$ cat config.mk
export PLATFORM = sky130hd
export DESIGN_NAME = robo_ambiente_flat
export DESIGN_NICKNAME = d
export VERILOG_FILES = /design/src/rtl/robo_ambiente_pkg.sv /design/src/rtl/robo_ambiente_if.sv /design/src/rtl/robo_ambiente_vizinhanca.sv /design/src/rtl/robo_ambiente.sv /design/src/flat_wrapper.sv
export SDC_FILE = /design/constraint.sdc
export NUM_CORES = 1
export LEC_CHECK = 0
export CORE_ASPECT_RATIO = 1.75
export CORE_MARGIN = 5
export CORE_UTILIZATION = 45
export CTS_CLUSTER_SIZE = 14
export DETAILED_ROUTE_END_ITERATION = 10
export HOLD_SLACK_MARGIN = 0.12
export PLACE_DENSITY_LB_ADDON = 0.08
export SYNTH_ARGS = -nofsm -noshare
export SYNTH_HDL_FRONTEND = slang
export SYNTH_HIERARCHICAL = 1
export SYNTH_SLANG_ARGS = --single-unit
export TNS_END_PERCENT = 50
$ cat constraint.sdc
create_clock -name clock -period 10.8 [get_ports clock]
set_input_delay 1.08 -clock clock [delete_from_list [all_inputs] [get_ports clock]]
set_output_delay 1.08 -clock clock [all_outputs]
set_load 0.05 [all_outputs]
$ cat src/rtl/robo_ambiente_pkg.sv
// Shared definitions for the maze-robot world model: headings, grid size and
// neighbour-cell helpers used by both the top level and the sensor block.
package robo_pkg;

   localparam int GRID = 8;

   localparam logic [1:0] DIR_N = 2'd0;
   localparam logic [1:0] DIR_E = 2'd1;
   localparam logic [1:0] DIR_S = 2'd2;
   localparam logic [1:0] DIR_W = 2'd3;

   typedef struct packed {
      logic [2:0] x;
      logic [2:0] y;
      logic       oob;
   } viz_t;

   function automatic logic [5:0] cell_idx(input logic [2:0] x, input logic [2:0] y);
      return {y, x};
   endfunction

   // Coordinates wrap when oob is set; callers must treat oob as a wall.
   function automatic viz_t vizinho(input logic [2:0] x, input logic [2:0] y,
                                    input logic [1:0] d);
      viz_t v;
      v.x   = x;
      v.y   = y;
      v.oob = 1'b0;
      case (d)
         DIR_N: begin v.oob = (y == 3'd0);            v.y = y - 3'd1; end
         DIR_E: begin v.oob = (x == 3'(GRID - 1));    v.x = x + 3'd1; end
         DIR_S: begin v.oob = (y == 3'(GRID - 1));    v.y = y + 3'd1; end
         default: begin v.oob = (x == 3'd0);          v.x = x - 3'd1; end
      endcase
      return v;
   endfunction

endpackage

$ cat src/rtl/robo_ambiente_if.sv
// Command/sensor bundle between the robot controller (master) and the world
// model (slave), plus pose/status taps for displays.
interface robo_ambiente_if;
   logic        avancar;
   logic        girar;
   logic        remover;
   logic        head;
   logic        left;
   logic        under;
   logic        barrier;
   logic [2:0]  pos_x;
   logic [2:0]  pos_y;
   logic [1:0]  dir;
   logic        crash;
   logic        cmd_err;
   logic [15:0] passos;

   modport master (
      output avancar, girar, remover,
      input  head, left, under, barrier, pos_x, pos_y, dir, crash, cmd_err, passos
   );

   modport slave (
      input  avancar, girar, remover,
      output head, left, under, barrier, pos_x, pos_y, dir, crash, cmd_err, passos
   );
endinterface

$ cat src/rtl/robo_ambiente_vizinhanca.sv
// Combinational sensor block: looks at the cells ahead of and to the left of
// the robot and reports walls, debris and the ahead-cell index.
module robo_vizinhanca
   import robo_pkg::*;
(
   input  logic [2:0]  pos_x,
   input  logic [2:0]  pos_y,
   input  logic [1:0]  dir,
   input  logic [63:0] walls,
   input  logic [63:0] debris,
   output logic        head,
   output logic        left,
   output logic        barrier,
   output logic [5:0]  ahead_idx
);

   viz_t ahead;
   viz_t side;

   assign ahead     = vizinho(pos_x, pos_y, dir);
   // Left of the current heading is one counter-clockwise step.
   assign side      = vizinho(pos_x, pos_y, dir - 2'd1);
   assign ahead_idx = cell_idx(ahead.x, ahead.y);

   assign head    = ahead.oob | walls[ahead_idx];
   assign left    = side.oob | walls[cell_idx(side.x, side.y)];
   assign barrier = ~head & debris[ahead_idx];

endmodule

$ cat src/rtl/robo_ambiente.sv
// Cycle-accurate 8x8 maze world: applies the controller's motion commands to
// the robot pose and debris map and drives the sensor bits back.
module robo_ambiente
   import robo_pkg::*;
#(
   parameter logic [63:0] WALLS       = 64'h0,
   parameter logic [63:0] DEBRIS_INIT = 64'h0,
   parameter int          START_X     = 0,
   parameter int          START_Y     = 0,
   parameter int          START_DIR   = 1,
   parameter int          EXIT_X      = 7,
   parameter int          EXIT_Y      = 7
) (
   input  logic             clock,
   input  logic             reset,
   robo_ambiente_if.slave   bus
);

   localparam logic [2:0]  SX = 3'(START_X);
   localparam logic [2:0]  SY = 3'(START_Y);
   localparam logic [1:0]  SD = 2'(START_DIR);
   localparam logic [2:0]  EX = 3'(EXIT_X);
   localparam logic [2:0]  EY = 3'(EXIT_Y);

   logic [2:0]  pos_x, pos_y;
   logic [1:0]  dir;
   logic [63:0] debris;
   logic [1:0]  rem_cnt;
   logic        crash, cmd_err;
   logic [15:0] passos;

   logic        head, left, barrier, under;
   logic [5:0]  ahead_idx;
   logic [1:0]  n_cmd;
   logic        multi;

   function automatic logic [15:0] sat_inc(input logic [15:0] v);
      return (v == 16'hFFFF) ? v : v + 16'd1;
   endfunction

   robo_vizinhanca u_viz (
      .pos_x     (pos_x),
      .pos_y     (pos_y),
      .dir       (dir),
      .walls     (WALLS),
      .debris    (debris),
      .head      (head),
      .left      (left),
      .barrier   (barrier),
      .ahead_idx (ahead_idx)
   );

   assign under = (pos_x == EX) && (pos_y == EY);
   assign n_cmd = 2'(bus.avancar) + 2'(bus.girar) + 2'(bus.remover);
   assign multi = (n_cmd > 2'd1);

   always_ff @(posedge clock) begin
      if (reset) begin
         pos_x   <= SX;
         pos_y   <= SY;
         dir     <= SD;
         debris  <= DEBRIS_INIT & ~WALLS;
         rem_cnt <= 2'd0;
         crash   <= 1'b0;
         cmd_err <= 1'b0;
         passos  <= 16'd0;
      end else begin
         if (multi) cmd_err <= 1'b1;
         // Reaching the exit freezes everything except command-conflict detection.
         if (!under) begin
            if (multi) begin
               rem_cnt <= 2'd0;
            end else if (bus.avancar) begin
               rem_cnt <= 2'd0;
               if (!head && !barrier) begin
                  pos_x  <= ahead_idx[2:0];
                  pos_y  <= ahead_idx[5:3];
                  passos <= sat_inc(passos);
               end else begin
                  crash <= 1'b1;
               end
            end else if (bus.girar) begin
               rem_cnt <= 2'd0;
               dir     <= dir - 2'd1;
               passos  <= sat_inc(passos);
            end else if (bus.remover && barrier) begin
               if (rem_cnt == 2'd2) begin
                  debris[ahead_idx] <= 1'b0;
                  rem_cnt           <= 2'd0;
               end else begin
                  rem_cnt <= rem_cnt + 2'd1;
               end
            end else begin
               rem_cnt <= 2'd0;
            end
         end
      end
   end

   assign bus.head    = head;
   assign bus.left    = left;
   assign bus.barrier = barrier;
   assign bus.under   = under;
   assign bus.pos_x   = pos_x;
   assign bus.pos_y   = pos_y;
   assign bus.dir     = dir;
   assign bus.crash   = crash;
   assign bus.cmd_err = cmd_err;
   assign bus.passos  = passos;

endmodule

$ cat src/flat_wrapper.sv
// flat-port wrapper written by rule: the top's interface ports become plain ports
module robo_ambiente_flat import robo_pkg::*;
#(
   parameter logic [63:0] WALLS       = 64'h0,
   parameter logic [63:0] DEBRIS_INIT = 64'h0,
   parameter int          START_X     = 0,
   parameter int          START_Y     = 0,
   parameter int          START_DIR   = 1,
   parameter int          EXIT_X      = 7,
   parameter int          EXIT_Y      = 7
)
  (clock, reset, bus_avancar, bus_girar, bus_remover, bus_head, bus_left, bus_under, bus_barrier, bus_pos_x, bus_pos_y, bus_dir, bus_crash, bus_cmd_err, bus_passos);
  robo_ambiente_if bus_i ();
  input  logic clock;
  input  logic reset;
  input wire logic [$bits(bus_i.avancar)-1:0] bus_avancar;
  input wire logic [$bits(bus_i.girar)-1:0] bus_girar;
  input wire logic [$bits(bus_i.remover)-1:0] bus_remover;
  output wire logic [$bits(bus_i.head)-1:0] bus_head;
  output wire logic [$bits(bus_i.left)-1:0] bus_left;
  output wire logic [$bits(bus_i.under)-1:0] bus_under;
  output wire logic [$bits(bus_i.barrier)-1:0] bus_barrier;
  output wire logic [$bits(bus_i.pos_x)-1:0] bus_pos_x;
  output wire logic [$bits(bus_i.pos_y)-1:0] bus_pos_y;
  output wire logic [$bits(bus_i.dir)-1:0] bus_dir;
  output wire logic [$bits(bus_i.crash)-1:0] bus_crash;
  output wire logic [$bits(bus_i.cmd_err)-1:0] bus_cmd_err;
  output wire logic [$bits(bus_i.passos)-1:0] bus_passos;
  assign bus_i.avancar = bus_avancar;
  assign bus_i.girar = bus_girar;
  assign bus_i.remover = bus_remover;
  assign bus_head = bus_i.head;
  assign bus_left = bus_i.left;
  assign bus_under = bus_i.under;
  assign bus_barrier = bus_i.barrier;
  assign bus_pos_x = bus_i.pos_x;
  assign bus_pos_y = bus_i.pos_y;
  assign bus_dir = bus_i.dir;
  assign bus_crash = bus_i.crash;
  assign bus_cmd_err = bus_i.cmd_err;
  assign bus_passos = bus_i.passos;
  robo_ambiente #(.WALLS(WALLS), .DEBRIS_INIT(DEBRIS_INIT), .START_X(START_X), .START_Y(START_Y), .START_DIR(START_DIR), .EXIT_X(EXIT_X), .EXIT_Y(EXIT_Y)) u_core (.clock(clock), .reset(reset), .bus(bus_i));
endmodule
==> metrics <==
skew final 7.239 ps; I/O pin cnt 35; yosys warns 6; count leader, synth dfxtp_1; Global Route Usage Sum 0.1950; Final GP Congestion 0.8664; Sink Count 92; via count 5,066; DIE AREA 15,540 sq um; GRT met1 Usage 0.2123; crit-path max FO 39; fraction of registers with async set or reset after synthesis 0; first-pass GRT wire length 23,930 um; Tightest Hold Check Type flop to flop; Syn Inst Count 627; postcts setup bufs 0; EDFF count, synth 0; ANT nets after route 0; # hold bufs at CTS 0; post-layout util 0.5491; fraction of layout instances using a drive strength above 1 0.1104; Lkg Pwr about 2.9 nW; P per Cell Area 131.6 nW/um^2; Synth top area share 0.3132; CTS Buf Count 9; commonest cells in the netlist dfxtp_1, nand2_1, a21oi_1, mux2i_1, mux4_2; First-pass DRT Iterations 5; Mapped Area about 6000 sq um; height of the die 161.2 um; Worst setup EP type output port; CP arrival 4370 ps; main area contributors after synthesis dfxtp_1, mux4_2, mux2i_1; final hold violations 0; GR met2 Demand/Resource 0.3699; core area 12,870 sq um; drt wl/cell 15.62 um; startpoint class of the critical path flop; WL final 14,700 um; Max IR drop VDD a little under 0.00008 V; DRC errors left 0; pin count of the biggest net entering global routing between 60 and 70; data required time of the worst path 9720 ps; NumNets Final roughly 780; Place WS 5684 ps; synthesized area per cell 9.379 sq um; Setup TNS Final 0 ps; port bufs 34; Tmin final 5453 ps; run status finished, final reports clean; H-tree levels 3; Final WS setup 5347 ps; GR peak layer met2; clock transition at the registers of the reported paths about 60 ps; Detailed Place HPWL 10,490 um; critical path class flop to output port; period utilization 0.5050; Clk Latency, worst-skew pair 330 ps; pins over their slew limit 0; setup violators final 0; Post-Layout Cell Count 941; DIE WIDTH 96.42 um; met3 GRT Util 0.02097; Post-CTS Resized 0; flops & latches, synth 92; synth-to-layout area growth 20.17%; initial drt markers 272; Yosys top cell by area dfxtp_1; placed cells 926; Via density 5.384; filler cell count 1,219; clk root buf clkbuf_16; vias in the first global route a little under 5,000; Initial Utilization 0.4570; grt ovf 0; f_max 0.1834 GHz; Synth cell types 73; Seq/Total Area, Yosys 0.3132; Worst-Margin Slew 1170 ps; CTS tree built; RSZ-0062 raised after global routing no; clk buf depth 2; Cell Rows 55; Rel. slew slack 0.2143; Max-Cap Viols 0; n_diodes 0; Synth Flop Type dfxtp_1; initial antenna violation count 0
where the power goes:
group / internal, mW / switching [mW] / total, mW
clock: 0.208 / 0.125 / 0.333
combinational: 0.0983 / 0.152 / 0.250
sequential: 0.343 / 0.00504 / 0.348
total: 0.649 / 0.282 / 0.930
layout by cell type (no fill, tap or decap), drive strengths merged, types with 4 or more instances in the layout:
master / netlist / layout
a211oi: 13 / 13
a21oi: 79 / 79
and2: 6 / 6
buf: 23 / 7
clkbuf: 17 / 11
clkdlybuf4s50: 0 / 34
conb: 1 / 128
dfxtp: 92 / 92
ha: 10 / 10
inv: 24 / 24
mux2: 10 / 10
mux2i: 56 / 56
mux4: 31 / 31
nand2: 87 / 87
nand3: 11 / 11
nand4: 9 / 9
nor2: 28 / 28
nor2b: 10 / 10
nor3: 9 / 9
nor3b: 4 / 4
nor4: 13 / 13
o211ai: 7 / 7
o21ai: 15 / 15
o311a: 5 / 5
o31ai: 9 / 9
or3: 4 / 4
or4: 7 / 7
xor2: 4 / 4
path summary, 6_finish.rpt:
path / slack [ps] / end / cells after the start / from
worst min-delay path: 430 / u_core/debris[35]$_SDFFE_PP0P_ / 2 / u_core/debris[35]$_SDFFE_PP0P_
worst max-delay path: 5350 / bus_barrier / 12 / u_core/bus.pos_x[0]$_SDFFE_PP0P_
worst min register to register: 430 / u_core/debris[35]$_SDFFE_PP0P_ / 2 / u_core/debris[35]$_SDFFE_PP0P_
worst max register to register: 5910 / u_core/debris[17]$_SDFFE_PP0P_ / 15 / u_core/bus.pos_x[0]$_SDFFE_PP0P_
registers in the layout, summed over array words and instances, names as in the netlist:
register and count:
u_core/rem_cnt 2, u_core/debris 64, u_core/bus.pos_x 3, u_core/bus.passos 16, u_core/bus.dir 2, u_core/bus.cmd_err 1, u_core/bus.crash 1, u_core/bus.pos_y 3
cells by family (layout without fill, tap and decap cells):
kind of cell	count (synthesis)	in the layout	share of synthesized area
simple gates	203	203	0.1874
compound gates	154	154	0.1757
mux	97	97	0.2332
flops	92	92	0.3132
buf+inv	64	80	0.05383
fa+ha+maj	10	10	0.02128
xor+xnor	6	6	0.01468
other cells	1	128	0.0006377
critical path: stages (launching register included):
cell             delay [ps]
dfxtp_1                 510
inv_1                   120
ha_1                    350
xor2_2                  200
mux2i_4                 160
buf_4                   470
mux4_2                  300
nor2_1                   40
nor4_1                  290
a211oi_1                 90
mux2i_1                 350
o211a_1                 310
clkdlybuf4s50_1         830
per-stage QoR:
step,instance area [sq um],hold slack (ps),power (mW)
floorplan,6357,405.3,0.5588
global placement,6750,415.4,0.5988
detailed placement,6750,421.0,0.6013
CTS,7067,432.4,0.9337
global route,7067,436.8,0.9724
finish,7067,430.9,0.9303
area by class of cell:
type	count	area, sq um	area share
Tap cell	171	214.0	0.03028
Sequential cell	92	1842	0.2606
Multi-Input combinational cell	598	4212	0.5960
Timing Repair Buffer	41	392.9	0.05559
Inverter	24	90.09	0.01275
Clock inverter	4	73.82	0.01045
Clock buffer	11	242.7	0.03435
metal layers:
metal	up-vias	part of all wire
met2	96	0.56
li1	2488	-
met5	-	0
met4	0	0.027
met1	2460	0.38
met3	22	0.027
No activity file was read; power rests on OpenSTA's default activity.
